**src/rtl/wavetable_pkg.sv**
```systemverilog
`default_nettype none
// ============================================================================
// Module   : wavetable_pkg
// Purpose  : Shared types and defaults for the wavetable voice reader:
//            FSM state encoding, table geometry defaults and the phase wrap
//            constant (TABLE_LEN << FRAC_W).
// Revision : 1.0 - initial release
// ============================================================================
package wavetable_pkg;

  typedef enum logic [2:0] {
    IDLE = 3'd0,
    RD0  = 3'd1,
    RD1  = 3'd2,
    CAP1 = 3'd3,
    CALC = 3'd4,
    OUT  = 3'd5
  } state_t;

  localparam int DEF_ADDR_W    = 13;
  localparam int DEF_DATA_W    = 16;
  localparam int DEF_TABLE_LEN = 8094;
  localparam int DEF_FRAC_W    = 16;
  localparam int DEF_GAIN_W    = 8;

  // Amount subtracted from the widened phase sum when the index passes the
  // end of the table.
  function automatic logic [63:0] wrap_value(input int table_len, input int frac_w);
    return 64'(table_len) << frac_w;
  endfunction

  localparam logic [DEF_ADDR_W+DEF_FRAC_W:0] WRAP_CONST =
    (DEF_ADDR_W+DEF_FRAC_W+1)'(wrap_value(DEF_TABLE_LEN, DEF_FRAC_W));

endpackage
`default_nettype wire

```
**src/rtl/wavetable_lerp.sv**
```systemverilog
`default_nettype none
// ============================================================================
// Module   : wavetable_lerp
// Purpose  : Combinational linear interpolation between two table samples
//            followed by an unsigned gain of value/256.
// Ports    : s0, s1 - adjacent signed table samples
//            fr     - 8-bit interpolation fraction (0 = s0)
//            gain   - unsigned gain, scale = gain/256
//            y      - signed scaled, interpolated sample
// Revision : 1.0 - initial release
// ============================================================================
module wavetable_lerp #(
  parameter int DATA_W = 16,
  parameter int GAIN_W = 8
) (
  input  logic signed [DATA_W-1:0] s0,
  input  logic signed [DATA_W-1:0] s1,
  input  logic        [7:0]        fr,
  input  logic        [GAIN_W-1:0] gain,
  output logic signed [DATA_W-1:0] y
);

  localparam int PW = DATA_W + 10;          // d (DATA_W+1) x {0,fr} (9)
  localparam int GW = DATA_W + GAIN_W + 1;  // lerp x {0,gain}

  logic signed [DATA_W:0]   d;
  logic signed [PW-1:0]     d_ext;
  logic signed [PW-1:0]     fr_ext;
  logic signed [PW-1:0]     p;
  logic signed [PW-1:0]     p_shift;
  logic signed [PW-1:0]     s0_ext;
  logic signed [PW-1:0]     lerp_full;
  logic signed [DATA_W-1:0] lerp;
  logic signed [GW-1:0]     lerp_g;
  logic signed [GW-1:0]     gain_g;
  logic signed [GW-1:0]     prod;
  logic signed [GW-1:0]     prod_sh;
  logic                     unused_bits;

  assign d         = {s1[DATA_W-1], s1} - {s0[DATA_W-1], s0};
  assign d_ext     = {{(PW-DATA_W-1){d[DATA_W]}}, d};
  assign fr_ext    = {{(PW-8){1'b0}}, fr};
  assign p         = d_ext * fr_ext;
  assign p_shift   = p >>> 8;
  assign s0_ext    = {{(PW-DATA_W){s0[DATA_W-1]}}, s0};
  assign lerp_full = s0_ext + p_shift;
  // The interpolant always lies between s0 and s1, so the low DATA_W bits
  // carry the full value.
  assign lerp      = lerp_full[DATA_W-1:0];

  assign lerp_g    = {{(GW-DATA_W){lerp[DATA_W-1]}}, lerp};
  assign gain_g    = {{(GW-GAIN_W){1'b0}}, gain};
  assign prod      = lerp_g * gain_g;
  // Arithmetic shift floors toward minus infinity; gain < 256 keeps it in range.
  assign prod_sh   = prod >>> 8;
  assign y         = prod_sh[DATA_W-1:0];

  assign unused_bits = ^{lerp_full[PW-1:DATA_W], prod_sh[GW-1:DATA_W]};

endmodule
`default_nettype wire

```
**src/rtl/wavetable_voice_reader.sv**
```systemverilog
`default_nettype none
// ============================================================================
// Module   : wavetable_voice_reader
// Purpose  : Wavetable playback voice. On each accepted sample tick it steps
//            a 13.16 phase accumulator, reads two adjacent words from the
//            sample RAM, interpolates, applies gain and offers the result on
//            a valid/ready output.
// Ports    : clk, reset_n           - clock, async active-low reset
//            sample_tick, enable    - sample strobe, voice enable
//            phase_inc, gain        - tuning word (13.16), gain (value/256)
//            mem_address/chipselect/readdata - RAM read master (1-cycle data)
//            sample_out/valid/ready - output stream
//            busy, overrun          - status: not idle, tick dropped
// Revision : 1.0 - initial release
// ============================================================================
module wavetable_voice_reader
  import wavetable_pkg::*;
#(
  parameter int ADDR_W    = DEF_ADDR_W,
  parameter int DATA_W    = DEF_DATA_W,
  parameter int TABLE_LEN = DEF_TABLE_LEN,
  parameter int FRAC_W    = DEF_FRAC_W,
  parameter int GAIN_W    = DEF_GAIN_W
) (
  input  logic                       clk,
  input  logic                       reset_n,
  input  logic                       sample_tick,
  input  logic                       enable,
  input  logic [ADDR_W+FRAC_W-1:0]   phase_inc,
  input  logic [GAIN_W-1:0]          gain,
  output logic [ADDR_W-1:0]          mem_address,
  output logic                       mem_chipselect,
  input  logic [DATA_W-1:0]          mem_readdata,
  output logic signed [DATA_W-1:0]   sample_out,
  output logic                       sample_valid,
  input  logic                       sample_ready,
  output logic                       busy,
  output logic                       overrun
);

  localparam int                PH_W     = ADDR_W + FRAC_W;
  localparam logic [ADDR_W-1:0] LAST_IDX = ADDR_W'(TABLE_LEN - 1);
  localparam logic [ADDR_W:0]   LEN_EXT  = (ADDR_W+1)'(TABLE_LEN);
  localparam logic [PH_W:0]     WRAP     = (PH_W+1)'(wrap_value(TABLE_LEN, FRAC_W));

  state_t                   state, state_next;
  logic                     accept;
  logic                     drop;
  logic [PH_W-1:0]          phase;
  logic [ADDR_W-1:0]        idx0;
  logic [ADDR_W-1:0]        idx1;
  logic [7:0]               fr;
  logic signed [DATA_W-1:0] s0, s1;
  logic signed [DATA_W-1:0] lerp_y;
  logic [ADDR_W-1:0]        inc_idx;
  logic [ADDR_W-1:0]        inc_idx_clamped;
  logic [PH_W-1:0]          inc_clamped;
  logic [PH_W:0]            sum;
  logic [PH_W:0]            sum_wrapped;
  logic                     unused_wrap_msb;

  // Tuning word integer part saturates at the last table index.
  assign inc_idx         = phase_inc[PH_W-1:FRAC_W];
  assign inc_idx_clamped = (inc_idx > LAST_IDX) ? LAST_IDX : inc_idx;
  assign inc_clamped     = {inc_idx_clamped, phase_inc[FRAC_W-1:0]};

  // Both operands are below TABLE_LEN, so a single subtraction wraps.
  assign sum             = {1'b0, phase} + {1'b0, inc_clamped};
  assign sum_wrapped     = (sum[PH_W:FRAC_W] >= LEN_EXT) ? (sum - WRAP) : sum;
  assign unused_wrap_msb = sum_wrapped[PH_W];

  assign idx1 = (idx0 == LAST_IDX) ? '0 : idx0 + 1'b1;

  assign busy = (state != IDLE);
  assign drop = enable && sample_tick && (state != IDLE);

  always_comb begin
    state_next = state;
    accept     = 1'b0;
    case (state)
      IDLE: begin
        if (enable && sample_tick) begin
          accept     = 1'b1;
          state_next = RD0;
        end
      end
      RD0:     state_next = RD1;
      RD1:     state_next = CAP1;
      CAP1:    state_next = CALC;
      CALC:    state_next = OUT;
      OUT:     if (sample_ready) state_next = IDLE;
      default: state_next = IDLE;
    endcase
  end

  always_ff @(posedge clk or negedge reset_n) begin
    if (!reset_n) state <= IDLE;
    else          state <= state_next;
  end

  // Address and chipselect are registered one step ahead so they are valid
  // throughout RD0 and RD1; read data arrives in the following state.
  always_ff @(posedge clk or negedge reset_n) begin
    if (!reset_n) begin
      phase          <= '0;
      idx0           <= '0;
      fr             <= '0;
      s0             <= '0;
      s1             <= '0;
      sample_out     <= '0;
      sample_valid   <= 1'b0;
      mem_address    <= '0;
      mem_chipselect <= 1'b0;
      overrun        <= 1'b0;
    end else begin
      overrun <= drop;

      if (!enable)     phase <= '0;
      else if (accept) phase <= sum_wrapped[PH_W-1:0];

      case (state)
        IDLE: begin
          if (accept) begin
            idx0           <= phase[PH_W-1:FRAC_W];
            fr             <= phase[FRAC_W-1 -: 8];
            mem_address    <= phase[PH_W-1:FRAC_W];
            mem_chipselect <= 1'b1;
          end
        end
        RD0: mem_address <= idx1;
        RD1: begin
          s0             <= mem_readdata;
          mem_chipselect <= 1'b0;
        end
        CAP1: s1 <= mem_readdata;
        CALC: begin
          sample_out   <= lerp_y;
          sample_valid <= 1'b1;
        end
        OUT: if (sample_ready) sample_valid <= 1'b0;
        default: ;
      endcase
    end
  end

  wavetable_lerp #(
    .DATA_W (DATA_W),
    .GAIN_W (GAIN_W)
  ) u_lerp (
    .s0   (s0),
    .s1   (s1),
    .fr   (fr),
    .gain (gain),
    .y    (lerp_y)
  );

endmodule
`default_nettype wire

```
**config.mk**
```make
export PLATFORM = sky130hd
export DESIGN_NAME = wavetable_voice_reader
export DESIGN_NICKNAME = d
export VERILOG_FILES = /design/src/rtl/wavetable_pkg.sv /design/src/rtl/wavetable_lerp.sv /design/src/rtl/wavetable_voice_reader.sv
export SDC_FILE = /design/constraint.sdc
export NUM_CORES = 1
export LEC_CHECK = 0
export CORE_ASPECT_RATIO = 0.7
export CORE_UTILIZATION = 40
export CTS_CLUSTER_DIAMETER = 150
export DETAILED_ROUTE_END_ITERATION = 8
export HOLD_SLACK_MARGIN = 0.03
export PLACE_DENSITY = 0.58
export RECOVER_POWER = 50
export SLEW_MARGIN = 5
export SYNTH_ARGS = -nofsm -noshare
export SYNTH_HDL_FRONTEND = slang
export SYNTH_SLANG_ARGS = --single-unit
```
**constraint.sdc**
```tcl
create_clock -name clk -period 25.8 [get_ports clk]
set_input_delay 7.74 -clock clk [delete_from_list [all_inputs] [get_ports clk]]
set_output_delay 7.74 -clock clk [all_outputs]
set_load 0.02 [all_outputs]
```
==> results of run 1 <==
==> state kept, by name, indices dropped and copies added, names as in the netlist, 3 cells and up <==
register	cells
s0	16
phase	29
sample_out	16
state	3
mem_address	13
s1	16
idx0	13
fr	8
==> per-layer routing <==
layer  share of wire  vias up  track usage
li1                -     6682            -
met1            0.49     6655       0.2754
met2            0.47      178       0.3313
met3           0.032       22      0.02698
met4          0.0083        0      0.03760
met5               0        -            0
==> synthesized netlist by cell type, types with 3 or more instances <==
cell / count / area, µm²
o31a_1: 3 / 26.28
ha_1: 158 / 1977
nor4_1: 6 / 37.54
nand3b_1: 13 / 97.59
xor2_1: 39 / 341.6
nand2_1: 275 / 1032
o22ai_1: 11 / 68.82
o21bai_1: 8 / 60.06
a2111oi_0: 4 / 35.03
a21oi_1: 62 / 310.3
or2_2: 10 / 62.56
and3_1: 13 / 81.33
nor4bb_1: 3 / 30.03
buf_1: 8 / 30.03
o21ai_0: 88 / 440.4
fa_1: 201 / 4024
clkbuf_1: 68 / 255.2
nor2_1: 74 / 277.8
nor3_1: 19 / 95.09
nand3_1: 59 / 295.3
and4_1: 5 / 43.79
dfrtp_1: 117 / 2928
a211oi_1: 9 / 67.56
or3_1: 7 / 43.79
o31ai_1: 11 / 82.58
a211o_1: 3 / 26.28
o211ai_1: 13 / 97.59
mux2_2: 26 / 292.8
nand4_1: 12 / 75.07
nand2b_1: 30 / 187.7
nor2b_1: 24 / 150.1
a21boi_0: 5 / 37.54
o21a_1: 15 / 112.6
inv_1: 310 / 1164
o2111ai_1: 5 / 43.79
xnor2_1: 59 / 516.8
nor3b_1: 5 / 37.54
a31oi_1: 13 / 81.33
o21ai_1: 9 / 45.04
a21o_1: 26 / 195.2
buf_2: 4 / 20.02
and2_1: 119 / 744.5
nand4b_1: 5 / 43.79
mux2i_1: 15 / 150.1
==> cells in the final DEF, fill, tap and decap left out, drive strengths merged, types with 30 or more instances in the layout <==
cell type      Yosys  routed
inv              310     314
nand2            275     275
fa               201     201
ha               158     158
and2             119     119
dfrtp            117     117
o21ai             97      97
nor2              74      74
clkdlybuf4s50      0      72
a21oi             63      63
xnor2             60      60
nand3             60      60
xor2              40      40
nand2b            30      30
==> worst paths after layout <==
check / start / end / slack, ns
max: s0[1]$_DFFE_PN0P_ / sample_out[13]$_DFFE_PN0P_ / 11.76
min: sample_out[7]$_DFFE_PN0P_ / sample_out[7]$_DFFE_PN0P_ / 0.48
max reg2reg: s0[1]$_DFFE_PN0P_ / sample_out[13]$_DFFE_PN0P_ / 11.76
min reg2reg: sample_out[7]$_DFFE_PN0P_ / sample_out[7]$_DFFE_PN0P_ / 0.48
max in group asynchronous: reset_n / state[0]$_DFFE_PN0P_ / 12.95
min in group asynchronous: reset_n / s0[0]$_DFFE_PN0P_ / 8.25
==> layout make-up <==
class                   instances  area [µm²]
fillers                      4156       23230
flip-flops and latches        117        2928
inverters                     310        1164
clock inverters                13       170.2
well taps                     552       690.7
multi-input cells            1513       12980
repair buffers                100       958.4
clock buffers                  19       442.9
==> logic make-up after synthesis <==
| group | after synthesis | synth area share |
|---|---|---|
| simple gates | 689 | 0.1973 |
| buf+inv | 393 | 0.08578 |
| fa+ha+maj | 359 | 0.3454 |
| compound gates | 322 | 0.1234 |
| flops | 117 | 0.1685 |
| xor+xnor | 102 | 0.05402 |
| mux | 41 | 0.02549 |
==> tightest hold or removal path: cells and delay by family, from the launching register on <==
kind | cells | cell delay, ns
AO/OA/AOI/OAI | 1 | 0.06
flip-flops | 1 | 0.33
AND/OR/NAND/NOR | 1 | 0.04
==> stage by stage <==
stage / hold slack, ns / instance area (µm²) / setup WS [ns] / util / std cells
after global routing: 0.4964 / 19330 / 10.57 / 0.4542 / 2624
final: 0.4754 / 19330 / 11.76 / 0.4542 / 2624
after floorplan: 0.4657 / 17370 / 13.20 / - / 2023
after detailed placement: 0.4675 / 18740 / 11.70 / 0.4402 / 2592
after CTS: 0.4818 / 19350 / 11.64 / 0.4546 / 2624
after global placement: 0.4626 / 18740 / 12.01 / 0.4402 / 2592
==> run_results.csv, run 1 <==
group,metric,value,unit
die,rows,63,
sta,skew,0.01521,ns
cts,cts_htree_levels,4,
sta,setup_violations,0,
synth,synth_edf_count,0,
die,coreArea,0.04257,mm²
cts,ctsLongestPathBuffers,2,
global_route,overflow,0,
setup_path,cp_data_arrival_time,14.34,ns
sta,worstMarginPinSlew,3.657,ns
die,num_io_pins,91,
sta,fin_crit,14.04,ns
synth,synth_warnings,0,
place,globalplace.congestion,0.8587,
place,hpwl,32.76,mm
detailed_routing,ant_nets,0,
global_route,grt_pass1_wl,70.81,mm
sta,timing.final.crit_share,0.5443,
sta,hold_viol,0,
die,initial_core_util,0.4081,
setup_path,worst-path-buf-inv,7,
synth,synthFlopType,"dfrtp_1",
cts,clkLatencyLatePin,0.45,ns
setup_path,critPathMaxStageDelay,0.84,ns
die,die_area,0.04428,mm²
sta,rsz0062_at_grt,"no",
run_status,status,"complete, but fails checks",
global_route,antenna_found_initial,0,
flow_run,cap_violations,3,
detailed_routing,drtIter0Drc,595,
cts,hold_buffers,0,
setup_path,worst_path_max_delay_cell,"o41ai_2",
setup_path,required,26.10,ns
synth,synth_seq_area_share,0.1685,
cts,clock_sinks,117,
place,io_buffers,90,
setup_path,path_depth,53,
detailed_routing,wl_per_cell,15.64,µm
sta,fmax,71.22,MHz
setup_path,reg2reg_depth,53,
global_route,grt_pass1_vias,13901,
detailed_routing,drc_errors,0,
setup_path,start_kind,"flip-flop",
layout,diodes,0,
detailed_routing,wirelength,41.05,mm
synth,async_flop_share,1.000,
die,die_y,176.4,µm
synth,synthCells,2023,
cts,cts_setup_buffers,0,
setup_path,cp_max_fo,8,
die,fp.dieW,251.1,µm
cts,tritoncts,"yes",
setup_path,critical_path.top_delay_family,"compound AO/OA/AOI/OAI gates",
setup_path,crit_path_end_kind,"flip-flop",
global_route,grt_use_total,0.1982,
synth,synth_cell_types,84,
sta,tns,0,ns
layout,nets,2476,
worst_hold_path,holdPathStages,2,
detailed_routing,dr_total_vias,13537,
cts,cts.repair.resized,0,
sta,drv_slew,153,
detailed_routing,dr.pass1.iters,5,
setup_path,crit_top_cell,"fa_1",
layout,syn2layout_area_growth,11.29,%
worst_hold_path,hold_class,"flip-flop to flip-flop",
cts,cts-root-buf,"clkbuf_16",
sta,max_slew_margin,-1.438,
synth,synth_area,0.01737,mm²
run_status,violations,"max-capacitance violations, max-slew violations",
cts,cts_buffers,17,
synth,synth.net_count,2440,
cts,clk_pin_slew,0.06,ns
synth,ys_ff_latch,117,
synth,synth.avg_cell_area,8.588,µm²
setup_path,critPathKind,"flip-flop to flip-flop",
detailed_routing,viasPerCell,5.159,
global_route,grt_start_max_net_pins,86,
layout,drive_gt1_frac,0.04585,
Power of run 1 is not shown: default switching activity piles up to over one toggle a cycle in this logic, so the estimate is an artifact.
==> run 2: changes to the inputs <==
- clock period: 25.8 -> 14.35 ns (I/O delays scaled with it)
==> run_results.csv, run 2 (synthesis results as in run 1) <==
group,metric,value,unit
run_status,status,"complete, but fails checks",
run_status,violations,"max-capacitance violations, max-slew violations",
layout,syn2layout_area_growth,11.59,%
die,die_y,176.4,µm
layout,most-common-layout-cells,"inv_1, nand2_1, fa_1, ha_1, and2_1",
cts,clkLatencyLatePin,0.44,ns
sta,skew,0.01484,ns
setup_path,required,14.64,ns
detailed_routing,drtIter0Drc,741,
setup_path,cp_max_fo,18,
place,globalplace.congestion,0.8556,
layout,diodes,0,
cts,cts_buffers,17,
sta,max_slew_margin,-1.364,
die,fp.dieW,251.1,µm
sta,drv_slew,153,
place,hpwl,32.27,mm
global_route,grt_use_total,0.1969,
die,num_io_pins,91,
sta,worstMarginPinSlew,3.546,ns
place,io_buffers,90,
global_route,grt_pass1_wl,70.56,mm
sta,setup_violations,0,
setup_path,cp_data_arrival_time,13.42,ns
sta,rsz0062_at_grt,"no",
flow_run,cap_violations,3,
cts,clock_sinks,117,
global_route,overflow,0,
setup_path,start_kind,"flip-flop",
die,rows,63,
worst_hold_path,hold_class,"flip-flop to flip-flop",
die,die_area,0.04428,mm²
setup_path,worst_path_max_delay_cell,"fa_1",
detailed_routing,dr.pass1.iters,5,
cts,cts_setup_buffers,0,
sta,fmax,76.16,MHz
sta,hold_viol,0,
detailed_routing,wl_per_cell,15.46,µm
detailed_routing,drc_errors,0,
detailed_routing,ant_nets,0,
layout,layout_commonest_cell,"inv_1",
sta,fin_crit,13.13,ns
setup_path,crit_top_cell,"fa_1",
cts,cts-root-buf,"clkbuf_16",
sta,timing.final.crit_share,0.9150,
detailed_routing,dr_total_vias,13636,
layout,nets,2484,
setup_path,crit_path_end_kind,"flip-flop",
cts,ctsLongestPathBuffers,2,
setup_path,reg2reg_slack,1.22,ns
cts,clk_pin_slew,0.06,ns
sta,tns,0,ns
setup_path,critPathMaxStageDelay,0.56,ns
layout,largest_reg_flops,29,
layout,top_register,"phase",
cts,hold_buffers,0,
layout,drive_gt1_frac,0.05051,
global_route,antenna_found_initial,0,
global_route,grt_start_max_net_pins,86,
setup_path,critPathKind,"flip-flop to flip-flop",
die,initial_core_util,0.4081,
cts,cts_htree_levels,4,
detailed_routing,viasPerCell,5.183,
detailed_routing,wirelength,40.67,mm
global_route,grt_pass1_vias,14176,
cts,tritoncts,"yes",
die,coreArea,0.04257,mm²
## run 2: cell types whose count changed in the layout (fill, tap and decap cells not counted), sizes merged
cell,delta
buf,+8
bufinv,-1
clkbuf,+2
inv,-2
## run 2: cell type report
cell class	count	area, µm²
timing repair buffer	108	1018
clock buffer	21	470.5
inverter	310	1164
fill	4186	23180
tap	552	690.7
multi-input combinational	1513	12990
clock inverter	10	122.6
sequential	117	2928
## run 2: metrics by stage
step | std cells | util | setup WS, ns | hold slack [ns] | instance area [µm²]
6_report | 2631 | 0.4555 | 1.220 | 0.4784 | 19390
4_1_cts | 2631 | 0.4556 | 0.7841 | 0.4858 | 19390
3_5_place_dp | 2600 | 0.4417 | 0.8372 | 0.4727 | 18800
3_3_place_gp | 2600 | 0.4417 | 1.184 | 0.4628 | 18800
5_1_grt | 2631 | 0.4555 | 0.04081 | 0.5188 | 19390
2_1_floorplan | 2023 | - | 2.193 | 0.4657 | 17370
## run 2: worst paths after layout
| kind | start | end | cells past startpoint |
|---|---|---|---|
| min in group asynchronous | reset_n | s1[0]$_DFFE_PN0N_ | 1 |
| worst max-delay path | s0[1]$_DFFE_PN0P_ | sample_out[13]$_DFFE_PN0P_ | 48 |
| worst min register to register | sample_out[1]$_DFFE_PN0P_ | sample_out[1]$_DFFE_PN0P_ | 2 |
| worst min-delay path | sample_out[1]$_DFFE_PN0P_ | sample_out[1]$_DFFE_PN0P_ | 2 |
| worst max register to register | s0[1]$_DFFE_PN0P_ | sample_out[13]$_DFFE_PN0P_ | 48 |
| max in group asynchronous | reset_n | mem_address[9]$_DFFE_PN0P_ | 2 |
## run 2: what timing repair did
action | CTS | global route
hold endpoints to repair | 0 | 0
resized for setup | 0 | 4
endpoints found under the setup margin | 0 | 6
## run 2: per-layer routing
layer / vias up / part of all wire / wire, µm / track usage
met1: 6657 / 0.49 / 20120 / 0.2721
met3: 46 / 0.035 / 1431 / 0.02816
met2: 248 / 0.45 / 18470 / 0.3261
met5: - / 0 / 0 / 0
li1: 6685 / - / - / -
met4: 0 / 0.016 / 638 / 0.04624
## run 2: worst max-delay path, delay by kind of cell (launching register included)
| family | cells | cell delay [ns] |
|---|---|---|
| compound gates | 17 | 3.70 |
| fa+ha+maj | 12 | 5.38 |
| mux | 1 | 0.47 |
| xor+xnor | 3 | 0.60 |
| flops | 1 | 0.40 |
| simple gates | 9 | 2.03 |
| buf+inv | 6 | 0.38 |
Power of run 2 is left out for the same reason.
